[src/rtl/mat_pkg.sv]
// Shared types for the 4x4 block sequencer: sizes, FSM states, issue tag.
// Element index helper maps (block row, row, block col, col) to row-major.
package mat_pkg;

  localparam int DEF_W = 32;
  localparam int MAT_N = 4;
  localparam int TILE  = 2;

  typedef enum logic [1:0] {
    LOAD,
    ISSUE,
    DRAIN,
    OUTPUT
  } state_t;

  typedef struct packed {
    logic valid;
    logic i;
    logic j;
    logic kk;
  } tag_t;

  function automatic logic [3:0] el_idx(
    input logic br,
    input logic r,
    input logic bc,
    input logic c
  );
    return {br, r, bc, c};
  endfunction

endpackage

[src/rtl/mat_tag_pipe.sv]
// Delay line carrying {valid,i,j,kk} alongside each core issue.
// Ports: clk, rst, tag_in, tag_out (DEPTH cycles later), busy (any stage valid).
module mat_tag_pipe
  import mat_pkg::*;
#(
  parameter int DEPTH = 3
) (
  input  logic clk,
  input  logic rst,
  input  tag_t tag_in,
  output tag_t tag_out,
  output logic busy
);

  tag_t stg [DEPTH];

  always_ff @(posedge clk or posedge rst) begin
    if (rst) begin
      for (int k = 0; k < DEPTH; k++)
        stg[k] <= '0;
    end else begin
      stg[0] <= tag_in;
      for (int k = 1; k < DEPTH; k++)
        stg[k] <= stg[k-1];
    end
  end

  assign tag_out = stg[DEPTH-1];

  always_comb begin
    busy = 1'b0;
    for (int k = 0; k < DEPTH; k++)
      busy = busy | stg[k].valid;
  end

endmodule

[src/rtl/mat4_block_sequencer.sv]
// Loads A,B (32 words), issues 8 2x2 block products, accumulates, streams C.
// Ports: in_* word stream, core_a*/core_b* operands, core_c* results, out_* stream, busy.
module mat4_block_sequencer
  import mat_pkg::*;
#(
  parameter int W        = DEF_W,
  parameter int CORE_LAT = 3
) (
  input  logic         clk,
  input  logic         rst,
  input  logic         in_valid,
  output logic         in_ready,
  input  logic [W-1:0] in_data,
  output logic [W-1:0] core_a11,
  output logic [W-1:0] core_a12,
  output logic [W-1:0] core_a21,
  output logic [W-1:0] core_a22,
  output logic [W-1:0] core_b11,
  output logic [W-1:0] core_b12,
  output logic [W-1:0] core_b21,
  output logic [W-1:0] core_b22,
  input  logic [W-1:0] core_c11,
  input  logic [W-1:0] core_c12,
  input  logic [W-1:0] core_c21,
  input  logic [W-1:0] core_c22,
  output logic         out_valid,
  input  logic         out_ready,
  output logic [W-1:0] out_data,
  output logic         busy
);

  localparam int NEL = MAT_N * MAT_N;

  state_t       state, state_n;
  logic [4:0]   cnt;
  logic [W-1:0] a_m [NEL];
  logic [W-1:0] b_m [NEL];
  logic [W-1:0] c_m [NEL];
  tag_t         tag_in, tag_out;
  logic         pipe_busy;
  logic         ld_fire, out_fire;
  logic         iss_i, iss_j, iss_k;
  logic [3:0]   ci11, ci12, ci21, ci22;

  assign ld_fire  = in_valid && in_ready;
  assign out_fire = out_valid && out_ready;

  // issue slot n decodes directly to (i,j,kk)
  assign {iss_i, iss_j, iss_k} = cnt[2:0];

  always_comb begin
    state_n   = state;
    in_ready  = 1'b0;
    out_valid = 1'b0;
    out_data  = '0;
    busy      = 1'b1;
    tag_in    = '0;
    unique case (state)
      LOAD: begin
        in_ready = 1'b1;
        busy     = 1'b0;
        if (ld_fire && cnt == 5'd31)
          state_n = ISSUE;
      end
      ISSUE: begin
        tag_in.valid = 1'b1;
        tag_in.i     = iss_i;
        tag_in.j     = iss_j;
        tag_in.kk    = iss_k;
        if (cnt == 5'd7)
          state_n = DRAIN;
      end
      DRAIN: begin
        if (!pipe_busy)
          state_n = OUTPUT;
      end
      OUTPUT: begin
        out_valid = 1'b1;
        out_data  = c_m[cnt[3:0]];
        if (out_fire && cnt == 5'd15)
          state_n = LOAD;
      end
      default: state_n = LOAD;
    endcase
  end

  always_ff @(posedge clk or posedge rst) begin
    if (rst)
      state <= LOAD;
    else
      state <= state_n;
  end

  always_ff @(posedge clk or posedge rst) begin
    if (rst) begin
      cnt <= '0;
    end else begin
      unique case (state)
        LOAD:   if (ld_fire) cnt <= cnt + 5'd1;
        ISSUE:  cnt <= (cnt == 5'd7) ? '0 : cnt + 5'd1;
        DRAIN:  cnt <= '0;
        OUTPUT: if (out_fire) cnt <= (cnt == 5'd15) ? '0 : cnt + 5'd1;
        default: cnt <= '0;
      endcase
    end
  end

  always_ff @(posedge clk or posedge rst) begin
    if (rst) begin
      for (int k = 0; k < NEL; k++) begin
        a_m[k] <= '0;
        b_m[k] <= '0;
      end
    end else if (ld_fire) begin
      if (!cnt[4])
        a_m[cnt[3:0]] <= in_data;
      else
        b_m[cnt[3:0]] <= in_data;
    end
  end

  // A block (i,kk) times B block (kk,j)
  always_ff @(posedge clk or posedge rst) begin
    if (rst) begin
      core_a11 <= '0;
      core_a12 <= '0;
      core_a21 <= '0;
      core_a22 <= '0;
      core_b11 <= '0;
      core_b12 <= '0;
      core_b21 <= '0;
      core_b22 <= '0;
    end else if (state == ISSUE) begin
      core_a11 <= a_m[el_idx(iss_i, 1'b0, iss_k, 1'b0)];
      core_a12 <= a_m[el_idx(iss_i, 1'b0, iss_k, 1'b1)];
      core_a21 <= a_m[el_idx(iss_i, 1'b1, iss_k, 1'b0)];
      core_a22 <= a_m[el_idx(iss_i, 1'b1, iss_k, 1'b1)];
      core_b11 <= b_m[el_idx(iss_k, 1'b0, iss_j, 1'b0)];
      core_b12 <= b_m[el_idx(iss_k, 1'b0, iss_j, 1'b1)];
      core_b21 <= b_m[el_idx(iss_k, 1'b1, iss_j, 1'b0)];
      core_b22 <= b_m[el_idx(iss_k, 1'b1, iss_j, 1'b1)];
    end else begin
      core_a11 <= '0;
      core_a12 <= '0;
      core_a21 <= '0;
      core_a22 <= '0;
      core_b11 <= '0;
      core_b12 <= '0;
      core_b21 <= '0;
      core_b22 <= '0;
    end
  end

  mat_tag_pipe #(
    .DEPTH(CORE_LAT)
  ) u_tags (
    .clk    (clk),
    .rst    (rst),
    .tag_in (tag_in),
    .tag_out(tag_out),
    .busy   (pipe_busy)
  );

  assign ci11 = el_idx(tag_out.i, 1'b0, tag_out.j, 1'b0);
  assign ci12 = el_idx(tag_out.i, 1'b0, tag_out.j, 1'b1);
  assign ci21 = el_idx(tag_out.i, 1'b1, tag_out.j, 1'b0);
  assign ci22 = el_idx(tag_out.i, 1'b1, tag_out.j, 1'b1);

  // kk=0 lands first and seeds the block; kk=1 follows a cycle later and adds
  always_ff @(posedge clk or posedge rst) begin
    if (rst) begin
      for (int k = 0; k < NEL; k++)
        c_m[k] <= '0;
    end else if (tag_out.valid) begin
      if (tag_out.kk) begin
        c_m[ci11] <= c_m[ci11] + core_c11;
        c_m[ci12] <= c_m[ci12] + core_c12;
        c_m[ci21] <= c_m[ci21] + core_c21;
        c_m[ci22] <= c_m[ci22] + core_c22;
      end else begin
        c_m[ci11] <= core_c11;
        c_m[ci12] <= core_c12;
        c_m[ci21] <= core_c21;
        c_m[ci22] <= core_c22;
      end
    end
  end

endmodule

[config.mk]
export PLATFORM = sky130hd
export DESIGN_NAME = mat4_block_sequencer
export DESIGN_NICKNAME = d
export VERILOG_FILES = /design/src/rtl/mat_pkg.sv /design/src/rtl/mat_tag_pipe.sv /design/src/rtl/mat4_block_sequencer.sv
export SDC_FILE = /design/constraint.sdc
export NUM_CORES = 2
export LEC_CHECK = 0
export CORE_UTILIZATION = 65
export CTS_BUF_LIST = sky130_fd_sc_hd__clkbuf_8
export DETAILED_ROUTE_END_ITERATION = 12
export PLACE_DENSITY = 0.95
export SYNTH_ARGS = -nofsm -noshare
export SYNTH_HDL_FRONTEND = slang
export SYNTH_SLANG_ARGS = --single-unit
[constraint.sdc]
create_clock -name clk -period 150.6 [get_ports clk]
set_input_delay 37.65 -clock clk [delete_from_list [all_inputs] [get_ports clk]]
set_output_delay 37.65 -clock clk [all_outputs]
set_load 0.01 [all_outputs]
# Word level (Yosys, flattened, before mapping)
# Index checks and enable logic that the tools add are counted.
[totals] wordCells=218 out_inout_bits=291 ff_bits=1811
[classes] n_reduce_logical=14 bitwise=16 n_eq_ne=12 n_mux=83 n_addsub=5 order_cmp=18
[op_table] cell="$bwmux 512" count=10
[op_table] cell="$bmux 32 s4" count=13
[op_table] cell="$mux 32" count=40
[op_table] cell="$demux 32 s4" count=5
[op_table] cell="$mux 512" count=1
[op_table] cell="$add 32x32->32" count=4
[op_table] cell="$ge 5x5->1 const B" count=13
[op_table] cell="$not 4->5" count=13
[op_table] cell="$lt 5x1->1 const B" count=5
[op_table] cell="$mux 5" count=4
[op_table] cell="$pmux 5 s4" count=1
[op_table] cell="$ne 2x2->1 const B" count=6
[op_table] cell="$logic_and 1x1->1" count=9
[op_table] cell="$mux 2" count=4
[op_table] cell="$pmux 2 s4" count=1
[op_table] cell="$reduce_and 2->1" count=3
[op_table] cell="$add 5x1->5 const B" count=1
[op_table] cell="$eq 5x3->1 const B" count=1
[op_table] cell="$eq 5x4->1 const B" count=1
[op_table] cell="$eq 5x5->1 const B" count=1
[op_table] cell="$eq 2x2->1 const B" count=2
[op_table] cell="$mux 4" count=1
[op_table] cell="$reduce_and 4->1" count=1
[op_table] cell="$mux 1" count=3
[op_table] cell="other kinds (4)" count=5

# Logic depth before layout (Yosys ltp)
[depth] ltp_word=10 mapped_depth=18 mapped_depth_nobuf=14

# Cells and area by module
# From an unflattened synthesis, not the netlist that was laid out.
[unflattened] cells_unflattened=6389 area_unflattened_um2=85796.0
[modules_own_cells] module="mat4_block_sequencer" seq_area_each_um2=45018.2 cells_per_inst=6371 instances=1 area_each_um2=85455.7
[modules_own_cells] module="mat_tag_pipe" seq_area_each_um2=300.3 cells_per_inst=18 instances=1 area_each_um2=340.3

# Worst setup path after synthesis
# No wires, ideal clock.
[synth_path] path_type="input port to flip-flop" startpoint="in core_c12[0]" endpoint="reg c_m[154] (netlist name)" required_ps=150468 slack_ps=110229 cell_stages=13 arrival_ps=40239 setup_time_ps=132 n_path_buf=0 cell_sequence="ha_1 -> inv_1 -> fa_1 -> nor2b_1 -> o21ai_1 -> a21boi_2 -> o21ai_1 -> o41a_1 -> o31ai_2 -> a31oi_1 -> mux2i_1 -> a21oi_1 -> o21ai_0"
[synth_between] elab_chain_cells=5
[synth_rtl] element="start, declared" line="mat4_block_sequencer.sv:23" text="input logic [W-1:0] core_c12,"
[synth_rtl] element="$add 32x32->32" line="mat4_block_sequencer.sv:177" text="c_m[ci12] <= c_m[ci12] + core_c12;"
[synth_rtl] element="$bwmux 512" line="mat4_block_sequencer.sv:177"
[synth_rtl] element="$bwmux 512" line="mat4_block_sequencer.sv:178" text="c_m[ci21] <= c_m[ci21] + core_c21;"
[synth_rtl] element="$bwmux 512" line="mat4_block_sequencer.sv:179" text="c_m[ci22] <= c_m[ci22] + core_c22;"
[synth_rtl] element="$mux 512" line="mat4_block_sequencer.sv:175" text="if (tag_out.kk) begin"
[synth_rtl] element="end signal, assigned by index" line="mat4_block_sequencer.sv:177"
[synth_rtl] element="end signal, assigned by index" line="mat4_block_sequencer.sv:178"
[synth_rtl] element="end signal, assigned by index" line="mat4_block_sequencer.sv:179"
[synth_rtl] element="end, declared" line="mat4_block_sequencer.sv:38" text="logic [W-1:0] c_m [NEL];"
# No other way between the ends.
# A chain may end at the register's enable or synchronous reset.

# Worst setup path after layout
[layout_path] startpoint="reg cnt[0]" endpoint="out out_data[15]"
[layout_between] elab_chain_cells=5
[layout_rtl] element="start, declared" line="mat4_block_sequencer.sv:35" text="logic [4:0] cnt;"
[layout_rtl] element="start signal, assigned" line="mat4_block_sequencer.sv:99" text="LOAD: if (ld_fire) cnt <= cnt + 5'd1;"
[layout_rtl] element="start signal, assigned" line="mat4_block_sequencer.sv:100" text="ISSUE: cnt <= (cnt == 5'd7) ? '0 : cnt + 5'd1;"
[layout_rtl] element="start signal, assigned" line="mat4_block_sequencer.sv:102" text="OUTPUT: if (out_fire) cnt <= (cnt == 5'd15) ? '0 : cnt + 5'd1;"
[layout_rtl] element="$not 4->5 (not written as such)" line="mat4_block_sequencer.sv:79" text="out_data = c_m[cnt[3:0]];"
[layout_rtl] element="$bmux 32 s4" line="mat4_block_sequencer.sv:79"
[layout_rtl] element="$mux 32 (not written as such) (2 in a row)" line="mat4_block_sequencer.sv:79"
[layout_rtl] element="$mux 32" line="mat4_block_sequencer.sv:58" text="unique case (state)"
[layout_rtl] element="end, declared" line="mat4_block_sequencer.sv:28" text="output logic [W-1:0] out_data,"
# No other way between the ends. The select of a mux whose other input is x is not followed.

==> reports/qor.yml <==
power_and_ir_drop:
  leakagePower_uw: 0.0451
  irDropWorstVdd_mv: 0.0172
  powerDensity_nw_per_um2: 19.1
routing:
  drt_first_iter_violations: 7735
  routed_wl_um: 264000
  ant_nets: 0
  via_per_inst: 6.96
  firstDrtPassIters: 7
  avgRoutedWirePerCell_um: 30.5
  drc: 0
  via_count: 60200
global_routing:
  grt_first_pass_wirelength_um: 399000
  antenna_found_initial: 31
  grt_max_degree: 183
  grt_util_all_layers_pct: 40.5
  grt_pass1_vias: 64200
  overflow: 0
synth:
  synth-edff-count: 0
  syn_area_um2: 85400
  avgSynthCellArea_um2: 13.5
  synth_flop_cell: "dfrtp_1"
  synth_cells: 6347
  syn_nets: 6650
  yosysSeqAreaShare_pct: 53.0
  ys_ff_latch: 1811
  synthTopCellsByArea: "dfrtp_1 (53%), mux4_2 (14%), mux2_2 (14%)"
  synth_top_cell_area_share_pct: 53.0
  yosys_warnings: 0
  synth_cell_type_count: 75
  synth_area_leader_cell: "dfrtp_1"
  synthArstFlopShare_pct: 100
sta:
  setup_tns_ns: 0
  maxSlewViolCount: 132
  period_share_pct: 28.3
  period_minus_slack_ns: 42.55
  clock-skew-final_ns: 0.109
  maxSlewHeadroom_pct: -3.84
  hold_viol_final: 0
  maxClockFrequency_mhz: 23.5
  rsz0062_at_grt: "false"
  worstMarginPinSlew_ns: 1.55
  setup_viol: 0
run:
  maxCapViolCount: 4
clock_network:
  cts.repair.resized: 0
  postCtsSetupBuffers: 0
  cts_sinks: 1811
  cts_tree: "yes"
  h-tree-depth: 5
  numCtsBuffers: 300
  ctsRootBufferMaster: "clkbuf_8"
  worstSkewPairLatency_ns: 1.05
  clk_pin_slew_ns: 0.06
  cts_hold_buffers: 0
  cts_buffer_depth: 4
worst_setup_path:
  crit_arrival_ns: 4.90
  start_kind: "flop"
  required_ns: 112.95
  path_class: "reg -> out"
  r2r_setup_slack_ns: 144.58
  cp_max_fo: 131
  crit_path_end_kind: "primary output"
status:
  status: "finished, violations left"
  violations: "max-capacitance violations, max-slew violations"
layout:
  fin_area_um2: 97100
  fillers: 6776
  final_common_cell: "dfrtp_1"
  syn_to_final_growth_pct: 13.7
  mostFrequentLayoutCells: "dfrtp_1 (1804), mux2_2 (1026), nand2_1 (564)"
  drive_gt1_share_pct: 31.0
  final_nets: 7002
floorplan:
  rows: 132
  pin_count: 455
  initial_utilization_pct: 65.7
  die_x_um: 365
  die_area_um2: 133000
  core-area_um2: 130000
  fp.dieH_um: 365
placement:
  dp_hpwl_um: 152000
  gp_congestion: 0.951
  port_buffers: 454
  place_area_um2: 91200
hold_path:
  hold_path_class: "reg -> reg"
## state kept, by name, summed over array words and instances, names as in the netlist
register,count
core_b21,32
u_tags.tag_out,4
core_a11,32
core_a12,32
core_b22,32
core_b11,32
core_b12,32
core_a21,32
a_m,512
state,2
b_m,512
c_m,512
core_a22,32
cnt,5
u_tags.stg,8
## final cells by class
cell class	instances	area, µm²	area share (%)
flip-flops and latches	1811	45300	46.7
repair buffers	544	5300	5.45
multi-input cells	3986	38200	39.3
diodes	12	30.0	0.0309
inverters	56	218	0.224
clock inverters	118	576	0.593
well taps	1742	2180	2.24
clock buffers	384	5290	5.44
## routing by layer
layer	vias to the layer above	wire length [µm]	global-route usage (%)
met5	-	300	0
met4	42	23300	30.9
met3	1398	29600	12.0
met2	4506	123000	61.8
met1	30500	88100	48.9
li1	23800	-	-
## where the power goes
group / switching [µW] / leakage, µW / internal [µW]
registers: 97.3 / 0.0232 / 604
logic: 380 / 0.0185 / 336
clock network: 205 / 0.00335 / 233
## path summary, 6_finish.rpt
check | from | endpoint | cells after the start
min in group asynchronous | rst | c_m[506] | 2
worst max-delay path | cnt[0] | out_data[15] | 5
worst min register to register | u_tags.stg[9] | u_tags.stg[5] | 0
worst max register to register | u_tags.tag_out[1] | c_m[412] | 16
worst min-delay path | u_tags.stg[9] | u_tags.stg[5] | 0
max in group asynchronous | rst | core_b11[12] | 7
## critical path: stages, from the launching register on
cell and delay (ns):
dfrtp_4 1.04, buf_12 0.77, mux4_2 0.70, mux4_2 0.54, and2_1 0.19, clkdlybuf4s50_1 0.47
## cell usage after synthesis (8+ instances only)
cell and instances:
ha_1 135, a21o_1 58, nor2_1 138, mux2i_1 80, mux2_2 1026, buf_2 18
dfrtp_1 1811, o21a_1 19, mux4_2 544, nor2b_1 25, nand3_1 35, o21bai_1 15
and3_1 17, a221oi_1 13, nand2b_1 13, xor2_1 34, inv_1 55, o21ai_0 547
nand2_1 572, xnor2_1 55, and2_1 299, a211oi_1 15, buf_1 120, a21oi_1 162
or3_1 15, nor3_1 24, o21ai_1 10, clkbuf_1 356, a31oi_1 31, nand4_1 8
## metrics by stage
step / hold WS (ns) / setup slack, ns / utilization, % / total power [µW] / instances
2_1_floorplan: 0.331 / 61.82 / - / 1170 / 6347
3_3_place_gp: 0.334 / 107.26 / 70.2 / 1340 / 8139
3_5_place_dp: 0.335 / 107.04 / 70.2 / 1380 / 8139
4_1_cts: 0.307 / 108.00 / 74.7 / 1830 / 8641
5_1_grt: 0.322 / 107.25 / 74.7 / 1930 / 8643
6_report: 0.298 / 108.05 / 74.7 / 1860 / 8653
## cells by family after synthesis
group | share of synthesized area, %
flops | 53.0
simple gates | 6.38
xor+xnor | 0.912
buf+inv | 2.44
mux | 28.8
compound gates | 6.35
fa+ha+maj | 2.07
Note: power is estimated with default switching activity, not from simulation.
